[src/rtl/mpt_fetch_stage.sv]
// rtl/mpt_fetch_stage.sv - MPT walker memory-read stage (one instance per walking level)
//
// Takes one walker transaction, reads the 64-bit MPT entry at its mpte address,
// writes the entry back into mpte and forwards the transaction. Bus errors and
// response timeouts become access errors that skip the rest of the walk.
//
// Packed transaction layout (LSB first):
//   [0]            valid
//   [2:1]          walking        (0 = IDLE, 1 = DO, 2 = SKIP)
//   [3]            access_error
//   [4]            plb_hit
//   [5]            format_error
//   [7:6]          access_type
//   [8 +: MPTE_W]  mpte           (MPTE_W = min(XLEN, width-8))
//   [above mpte]   mmpt/spa/rpa   opaque, carried through untouched
//
// Ports:
//   clk_i, rst_ni                          clock, asynchronous active-low reset
//   stage_slave_valid/ready/data           upstream transaction handshake
//   stage_master_valid/ready/data          downstream transaction handshake
//   mem_req_o/gnt_i/addr_o/we_o/be_o       read request channel
//   mem_valid_i/rdata_i/error_i            read response channel
//   mem_fault_o                            one-cycle pulse on bus error or timeout
//   busy_o                                 stage holds a transaction

module mpt_fetch_stage #(
  parameter int PIPELINE_SLAVE_DATA_WIDTH  = 32,
  parameter int PIPELINE_MASTER_DATA_WIDTH = 32,
  parameter int WALKING_LEVEL              = 0,
  parameter int MEM_DATA_WIDTH             = 64,
  parameter int TIMEOUT_CYCLES             = 256
) (
  input  logic                                  clk_i,
  input  logic                                  rst_ni,
  input  logic                                  stage_slave_valid,
  output logic                                  stage_slave_ready,
  input  logic [PIPELINE_SLAVE_DATA_WIDTH-1:0]  stage_slave_data,
  output logic                                  stage_master_valid,
  input  logic                                  stage_master_ready,
  output logic [PIPELINE_MASTER_DATA_WIDTH-1:0] stage_master_data,
  output logic                                  mem_req_o,
  input  logic                                  mem_gnt_i,
  output logic [MEM_DATA_WIDTH-1:0]             mem_addr_o,
  output logic                                  mem_we_o,
  output logic [7:0]                            mem_be_o,
  input  logic                                  mem_valid_i,
  input  logic [63:0]                           mem_rdata_i,
  input  logic                                  mem_error_i,
  output logic                                  mem_fault_o,
  output logic                                  busy_o
);

  localparam int XLEN = MEM_DATA_WIDTH;
  localparam int PSDW = PIPELINE_SLAVE_DATA_WIDTH;
  localparam int PMDW = PIPELINE_MASTER_DATA_WIDTH;

  localparam int VALID_BIT  = 0;
  localparam int WALK_LSB   = 1;
  localparam int AERR_BIT   = 3;
  localparam int MPTE_LSB   = 8;
  localparam int MPTE_W     = ((PSDW - MPTE_LSB) < XLEN) ? (PSDW - MPTE_LSB) : XLEN;

  localparam logic [1:0] MPT_WALKING_SKIP = 2'd2;

  // Counter must be able to hold TIMEOUT_CYCLES; keep at least one bit so the
  // timeout-disabled configuration still elaborates.
  localparam int CNT_W = (TIMEOUT_CYCLES > 0) ? $clog2(TIMEOUT_CYCLES + 1) : 1;
  localparam bit TO_EN = (TIMEOUT_CYCLES > 0);
  localparam logic [CNT_W-1:0] TO_LAST = CNT_W'((TIMEOUT_CYCLES > 0) ? (TIMEOUT_CYCLES - 1) : 0);
  localparam logic [CNT_W-1:0] CNT_MAX = {CNT_W{1'b1}};

  localparam logic [1:0] ST_IDLE = 2'd0;
  localparam logic [1:0] ST_REQ  = 2'd1;
  localparam logic [1:0] ST_WAIT = 2'd2;
  localparam logic [1:0] ST_OUT  = 2'd3;

  logic [1:0]      state_q;
  logic [PSDW-1:0] txn_q;
  logic [CNT_W-1:0] cnt_q;

  logic            accept;
  logic            in_skip;
  logic            rsp;
  logic            timeout;
  logic [XLEN-1:0] mpte_addr;

  // Sinks for bits that only matter in some configurations.
  logic rdata_unused;
  logic level_unused;
  assign rdata_unused = ^mem_rdata_i;
  assign level_unused = (WALKING_LEVEL != 0);

  assign stage_slave_ready = rst_ni && (state_q == ST_IDLE);
  assign accept            = stage_slave_valid && stage_slave_ready;
  assign in_skip           = !stage_slave_data[VALID_BIT] ||
                             (stage_slave_data[WALK_LSB +: 2] == MPT_WALKING_SKIP);

  // Responses are only meaningful in WAIT; anything else on the response
  // channel (including the grant cycle) is dropped.
  assign rsp     = (state_q == ST_WAIT) && mem_valid_i;
  // A response on the last allowed cycle takes priority over the timeout.
  assign timeout = TO_EN && (state_q == ST_WAIT) && !mem_valid_i && (cnt_q == TO_LAST);

  assign mpte_addr = XLEN'(txn_q[MPTE_LSB +: MPTE_W]);

  assign mem_req_o   = (state_q == ST_REQ);
  assign mem_addr_o  = (state_q == ST_REQ) ? {mpte_addr[XLEN-1:3], 3'b000} : '0;
  assign mem_we_o    = 1'b0;
  assign mem_be_o    = 8'hFF;
  assign mem_fault_o = (rsp && mem_error_i) || timeout;

  assign stage_master_valid = (state_q == ST_OUT);
  assign stage_master_data  = PMDW'(txn_q);
  assign busy_o             = (state_q != ST_IDLE);

  always_ff @(posedge clk_i or negedge rst_ni) begin
    if (!rst_ni) begin
      state_q <= ST_IDLE;
      txn_q   <= '0;
      cnt_q   <= '0;
    end else begin
      case (state_q)
        ST_IDLE: begin
          if (accept) begin
            txn_q   <= stage_slave_data;
            state_q <= in_skip ? ST_OUT : ST_REQ;
          end
        end

        ST_REQ: begin
          if (mem_gnt_i) begin
            state_q <= ST_WAIT;
            cnt_q   <= '0;
          end
        end

        ST_WAIT: begin
          if (cnt_q != CNT_MAX) begin
            cnt_q <= cnt_q + 1'b1;
          end
          if (rsp) begin
            txn_q[MPTE_LSB +: MPTE_W] <= mem_rdata_i[MPTE_W-1:0];
            if (mem_error_i) begin
              txn_q[AERR_BIT]       <= 1'b1;
              txn_q[WALK_LSB +: 2]  <= MPT_WALKING_SKIP;
            end
            state_q <= ST_OUT;
          end else if (timeout) begin
            txn_q[MPTE_LSB +: MPTE_W] <= '0;
            txn_q[AERR_BIT]           <= 1'b1;
            txn_q[WALK_LSB +: 2]      <= MPT_WALKING_SKIP;
            state_q                   <= ST_OUT;
          end
        end

        ST_OUT: begin
          if (stage_master_ready) begin
            state_q <= ST_IDLE;
          end
        end

        default: state_q <= ST_IDLE;
      endcase
    end
  end

endmodule

[config.mk]
export PLATFORM = sky130hd
export DESIGN_NAME = mpt_fetch_stage
export DESIGN_NICKNAME = d
export VERILOG_FILES = /design/src/rtl/mpt_fetch_stage.sv
export SDC_FILE = /design/constraint.sdc
export NUM_CORES = 1
export LEC_CHECK = 0
export ABC_AREA = 1
export CORE_UTILIZATION = 38
export DETAILED_ROUTE_END_ITERATION = 7
export HOLD_SLACK_MARGIN = 0.15
export PLACE_DENSITY = 0.88
export SETUP_SLACK_MARGIN = 0.15
export SLEW_MARGIN = 20
export SYNTH_ARGS = -nofsm -noshare
export SYNTH_HDL_FRONTEND = slang
export SYNTH_SLANG_ARGS = --single-unit
[constraint.sdc]
create_clock -name clk_i -period 6.1 [get_ports clk_i]
set_clock_uncertainty 0.1 [all_clocks]
set_input_delay 1.525 -clock clk_i [delete_from_list [all_inputs] [get_ports clk_i]]
set_output_delay 1.525 -clock clk_i [all_outputs]
set_load 0.1 [all_outputs]
==> summary.txt, run 1 <==
Run status
  • Status: complete, no violations

Synthesis
  • Cells after Synth: roughly 420
  • Post-Syn Area per Cell: ~6.9 um^2
  • Yosys cell types: 24
  • Yosys warning total: 0
  • Syn Std Cell Area: 2890 um^2
  • Synth Register Bits: 43
  • Register area share after synthesis: 0.372

Final layout
  • Layout area overhead: 39.3%
  • Commonest non-fill, non-tap cell in the layout: nand2_1
  • Most frequent cells in the layout: nand2_1, clkdlybuf4s50_1, conb_1
  • Util after Layout: 0.553
  • Antenna Cells: 0
  • Layout cells sized above 1: 0.0394
  • Final #Nets: roughly 640

Routing
  • Drt initial violations: between 70 and 80
  • Wire per inst: between 10 and 15 um
  • Met2 WL: between 3 and 4 mm
  • DRC Markers: 0
  • Via density: 4.36
  • Routed Antenna Nets: 0
  • Final wirelength: around 7.2 mm
  • Metal3 WL: 479 um
  • Max Used Layer: met4
  • Vias: around 2.8k
  • DRT Pass-1 Iters: 4
  • Met1 Routed Length: about 2.8 mm

Floorplanning
  • DIE AREA: 7960 um^2
  • Site row count: 31
  • Initial Utilization: 0.397
  • Die width: around 90 um
  • Die extent in y: between 80 and 90 um
  • Core Area: about 7300 um^2
  • Io pins: roughly 210

Critical path
  • CP Class: flip-flop to primary output
  • Most used cell, CP: inv_1
  • Critical path's top delay family: buffers and inverters
  • Critical Path End Type: primary output
  • Critical path launch point type: flip-flop
  • Worst R2R Path Depth: 9
  • CP Cell Sequence: inv_1 > ha_1 > nand2_1 > inv_1 > clkdlybuf4s50_1
  • Stages on worst setup path: 5
  • Crit Path Max Fanout: 24
  • Crit path DAT: approximately 3.1 ns
  • Slowest cell delay on critical path: 1.14 ns
  • Slowest stage cell, crit path: clkdlybuf4s50_1
  • WP data required: 4.47 ns
  • Critical path buffers and inverters: 3

STA
  • Normalized max-slew margin: 0.276
  • Final Cycle Share: 0.766
  • Crit path time final: between 4 and 5 ns
  • Max Fclk: 214 MHz
  • RSZ-0062 raised after global routing: no
  • Max-slew violations: 0
  • Final hold vios: 0
  • Setup violators final: 0
  • Least-Margin Pin Slew: roughly 1.1 ns
  • Setup TNS: 0 ns

Place
  • GP Congestion: approximately 0.75
  • IO buf count: 120
  • DP Wirelength: between 5 and 6 mm

Global routing
  • GRT Residual Overflow: 0
  • GRT Total Usage: 0.181
  • First-pass GRT wire length: 11.0 mm
  • Initial antenna violation count: 0
  • Largest net degree at the start of global routing: 45
  • Vias in the first global route: 2,504

Clocking
  • Clk root buf: clkbuf_8
  • Post-CTS Hold Fix Bufs: 0
  • Post-CTS setup buffers: 0
  • CTS sink count: 43
  • CTS Buf Count: 5
  • Reg clk slew, reported paths: approximately 0.080 ns
  • Max clock buf depth: 2
  • CTS tree: yes
  • Skew-Pair Late Insertion Delay: around 0.29 ns
  • Htree depth: 2
  • Post-CTS resize count: 0

Worst hold path
  • Worst hold stages: 2
  • Hold Path Class: flip-flop to flip-flop

Job
  • Max cap viols: 0

Power and ir drop
  • Maximum vdd drop: around 0.36 mV
  • Leakage power: ~2.2 nW
  • Pwr per Cell Area: about 560 nW/um^2
-- worst min-delay path: cells and delay by family, from the launching register on --
| kind | cells | cell delay [ns] |
|---|---|---|
| AND/OR/NAND/NOR | 2 | 0.11 |
| flip-flops | 1 | 0.35 |
-- through the flow --
step / cell area, um^2 / hold slack, ns / power [mW] / cells / worst slack [ns]
2_1_floorplan: 3080 / 0.372 / 1.77 / 469 / 0.772
3_3_place_gp: 3930 / 0.352 / 2.06 / 624 / 1.80
3_5_place_dp: 3930 / 0.370 / 2.09 / 624 / 1.75
4_1_cts: 4030 / 0.389 / 2.29 / 632 / 1.42
5_1_grt: 4030 / 0.416 / 2.40 / 632 / 1.28
6_report: 4030 / 0.389 / 2.27 / 632 / 1.43
-- area by class of cell --
cell class                 count  area [um^2]
fill                         707         3260
sequential                    43         1080
clock buffer                   8          100
multi-input combinational    315         1360
timing repair buffer         121         1200
inverter                      46          173
tap                           99          124
-- metal layers --
layer | vias up | GRT usage
li1 | 1373 | -
met1 | 1269 | 0.198
met2 | 105 | 0.344
met3 | 7 | 0.0369
met4 | 0 | 0.0649
met5 | - | 0
-- state kept, by name (all words and copies together) (netlist names) --
register	count
state_q	2
stage_master_data	32
cnt_q	9
-- cells by family after synthesis --
kind of cell	share of synthesized area
buf+inv	0.223
compound gates	0.0277
mux	0.0195
simple gates	0.320
flops	0.372
other cells	0.00260
fa+ha+maj	0.0346
-- path summary, 6_finish.rpt --
| kind | from | to | slack, ns |
|---|---|---|---|
| worst max-delay path | state_q[1] | mem_addr_o[22] | 1.43 |
| worst min-delay path | stage_master_data[1] | stage_master_data[1] | 0.39 |
| worst max register to register | state_q[1] | cnt_q[0] | 3.26 |
| worst min register to register | stage_master_data[1] | stage_master_data[1] | 0.39 |
| max in group asynchronous | rst_ni | stage_master_data[19] | 4.26 |
| min in group asynchronous | rst_ni | stage_master_data[3] | 1.26 |
-- synth_stat cells --
| library cell | count | area (um^2) |
|---|---|---|
| a21oi_1 | 1 | 5.00 |
| a31oi_1 | 2 | 12.5 |
| buf_1 | 1 | 3.75 |
| buf_2 | 3 | 15.0 |
| buf_4 | 56 | 420 |
| buf_6 | 2 | 22.5 |
| clkbuf_1 | 3 | 11.3 |
| conb_1 | 2 | 7.51 |
| dfrtp_1 | 43 | 1080 |
| ha_1 | 8 | 100 |
| inv_1 | 44 | 165 |
| inv_2 | 2 | 7.51 |
| mux2_2 | 5 | 56.3 |
| nand2_1 | 208 | 781 |
| nand3_1 | 6 | 30.0 |
| nand3_2 | 1 | 10.0 |
| nand3b_1 | 1 | 7.51 |
| nand4_1 | 6 | 37.5 |
| nor2_1 | 10 | 37.5 |
| nor2_2 | 1 | 6.26 |
| nor2_4 | 1 | 11.3 |
| nor3_1 | 1 | 5.00 |
| o21ai_0 | 10 | 50.1 |
| o22ai_1 | 2 | 12.5 |
-- power breakdown --
| group | internal (mW) | switching, mW |
|---|---|---|
| sequential | 0.377 | 0.0681 |
| clock | 0.103 | 0.0967 |
| combinational | 0.327 | 1.30 |
No activity file was read; power rests on OpenSTA's default activity.
==> run 2, diff against run 1 <==
--- a/config.mk
+++ b/config.mk
@@ -6,10 +6,10 @@
 export NUM_CORES = 1
 export LEC_CHECK = 0
 export ABC_AREA = 1
-export CORE_UTILIZATION = 38
+export CORE_UTILIZATION = 31
 export DETAILED_ROUTE_END_ITERATION = 7
 export HOLD_SLACK_MARGIN = 0.15
-export PLACE_DENSITY = 0.88
+export PLACE_DENSITY = 0.77
 export SETUP_SLACK_MARGIN = 0.15
 export SLEW_MARGIN = 20
 export SYNTH_ARGS = -nofsm -noshare
==> constraint.sdc (replaced) <==
create_clock -name clk_i -period 4.1 [get_ports clk_i]
set_clock_uncertainty 0.1 [all_clocks]
set_input_delay 1.025 -clock clk_i [delete_from_list [all_inputs] [get_ports clk_i]]
set_output_delay 1.025 -clock clk_i [all_outputs]
set_load 0.1 [all_outputs]
==> summary.txt, run 2 (synthesis results as in run 1) <==
Run status
  • Status: complete, no violations (unchanged)

Routing
  • Wire per inst: 11.4 um (was 11.3 um)
  • DRC Markers: 0 (unchanged)
  • Routed Antenna Nets: 0 (unchanged)
  • Via density: 4.24 (was 4.36)
  • Vias: 2,728 (was 2,754)
  • Final wirelength: 7.33 mm (was 7.15 mm)
  • DRT Pass-1 Iters: 4 (unchanged)
  • Drt initial violations: 70 (was 78)

Final layout
  • Most frequent cells in the layout: nand2_1, clkdlybuf4s50_1, conb_1 (unchanged)
  • Layout area overhead: 38.8% (was 39.3%)
  • Util after Layout: 0.451 (was 0.553)
  • Max FFs per register: 32 (unchanged)
  • Antenna Cells: 0 (unchanged)
  • Commonest non-fill, non-tap cell in the layout: nand2_1 (unchanged)
  • Layout cells sized above 1: 0.0879 (was 0.0394)
  • Final #Nets: 645 (was 643)

Power and ir drop
  • Leakage power: 2.27 nW (was 2.21 nW)
  • Maximum vdd drop: 0.424 mV (was 0.356 mV)
  • Pwr per Cell Area: 845 nW/um^2 (was 564 nW/um^2)

STA
  • Setup TNS: 0 ns (unchanged)
  • Normalized max-slew margin: 0.318 (was 0.276)
  • RSZ-0062 raised after global routing: no (unchanged)
  • Least-Margin Pin Slew: 1.02 ns (was 1.08 ns)
  • Fin Hold WS: 0.372 ns (was 0.389 ns)
  • Crit path time final: around 3.4 ns
  • Max Fclk: 295 MHz
  • Final hold vios: 0 (unchanged)
  • Setup violators final: 0 (unchanged)
  • Max-slew violations: 0 (unchanged)
  • Final Cycle Share: 0.826
  • Final setup margin: 0.714 ns (was 1.43 ns)

Clocking
  • Post-CTS Hold Fix Bufs: 0 (unchanged)
  • Clk root buf: clkbuf_8 (unchanged)
  • Reg clk slew, reported paths: 0.08 ns (about the same)
  • Max clock buf depth: 2 (unchanged)
  • Skew-Pair Late Insertion Delay: 0.29 ns (about the same)
  • Post-CTS setup buffers: 0 (unchanged)
  • CTS tree: yes (unchanged)
  • Htree depth: 2 (unchanged)
  • Post-CTS resize count: 0 (unchanged)
  • CTS Buf Count: 5 (unchanged)
  • CTS sink count: 43 (unchanged)

Worst hold path
  • Hold Path Class: flip-flop to flip-flop (unchanged)

Job
  • Max cap viols: 0 (unchanged)

Floorplanning
  • Initial Utilization: 0.325 (was 0.397)
  • Site row count: 34 (was 31)
  • Io pins: 213 (unchanged)
  • Core Area: 8890 um^2 (was 7290 um^2)
  • Die extent in y: 98.6 um (was 89.2 um)
  • Die width: 98.6 um (was 89.2 um)
  • DIE AREA: 9720 um^2 (was 7960 um^2)

Global routing
  • Vias in the first global route: 2,591 (was 2,504)
  • GRT Total Usage: 0.153 (was 0.181)
  • First-pass GRT wire length: 11.9 mm (was 11.0 mm)
  • Initial antenna violation count: 0 (unchanged)
  • Largest net degree at the start of global routing: 26 (was 45)
  • GRT Residual Overflow: 0 (unchanged)

Place
  • IO buf count: 120 (unchanged)
  • GP Congestion: 0.772 (was 0.755)
  • DP Wirelength: 5.62 mm (was 5.36 mm)
  • Pre-CTS WS: 0.917 ns (was 1.75 ns)

Critical path
  • Crit path DAT: 2.26 ns (was 3.05 ns)
  • CP Class: flip-flop to primary output (unchanged)
  • Crit Path Max Fanout: 24 (unchanged)
  • Critical Path End Type: primary output (unchanged)
  • WP data required: 2.97 ns (was 4.47 ns)
  • Critical path launch point type: flip-flop (unchanged)
==> run 2: cell count changes in the layout (fill, tap and decap cells not counted) <==
cell,delta
buf_12,+1
clkdlybuf4s50_1,-23
o21ai_1,+1
clkinvlp_4,+1
clkbuf_1,-1
buf_4,+24
o21ai_0,-1
==> run 2: final cells by class <==
cell class	instances	area (um^2)
clock buffer	7	96.3
multi-input combinational	315	1360
timing repair buffer	123	1170
sequential	43	1080
inverter	46	173
tap	108	135
clock inverter	1	7.51
fill	896	4880
==> run 2: final timing paths <==
kind	slack [ns]	cells after the start	to	start
min in group asynchronous	0.61	1	cnt_q[8]	rst_ni
min	0.37	2	stage_master_data[9]	stage_master_data[9]
max reg2reg	1.25	9	cnt_q[7]	state_q[1]
max in group asynchronous	2.58	2	stage_master_data[3]	rst_ni
max	0.71	5	mem_addr_o[15]	state_q[1]
min reg2reg	0.37	2	stage_master_data[9]	stage_master_data[9]
==> run 2: layer usage <==
metal / global-route usage / vias up / wire length (um)
met4: 0.0436 / 0 / 103
met5: 0 / - / 0
met2: 0.304 / 110 / 3930
met1: 0.161 / 1235 / 2860
met3: 0.0305 / 7 / 433
li1: - / 1376 / -
==> run 2: metrics by stage <==
stage | std cells | power, mW | cell area, um^2
final | 643 | 3.39 | 4010
after global routing | 643 | 3.56 | 4010
after detailed placement | 635 | 3.12 | 3910
after CTS | 643 | 3.42 | 4010
after global placement | 635 | 3.08 | 3910
after floorplan | 469 | 2.64 | 3080
==> run 2: power by group <==
part / total [mW] / leakage, nW / internal (mW) / switching [mW]
Combinational: 2.43 / 1.64 / 0.493 / 1.94
Sequential: 0.664 / 0.574 / 0.561 / 0.104
Clock: 0.298 / 0.0505 / 0.153 / 0.145
==> run 2: critical path, cell delays in order (launching register included) <==
cell     delay, ns
dfrtp_1       0.42
inv_1         0.12
ha_1          0.84
nand2_1       0.17
inv_1         0.11
buf_4         0.29
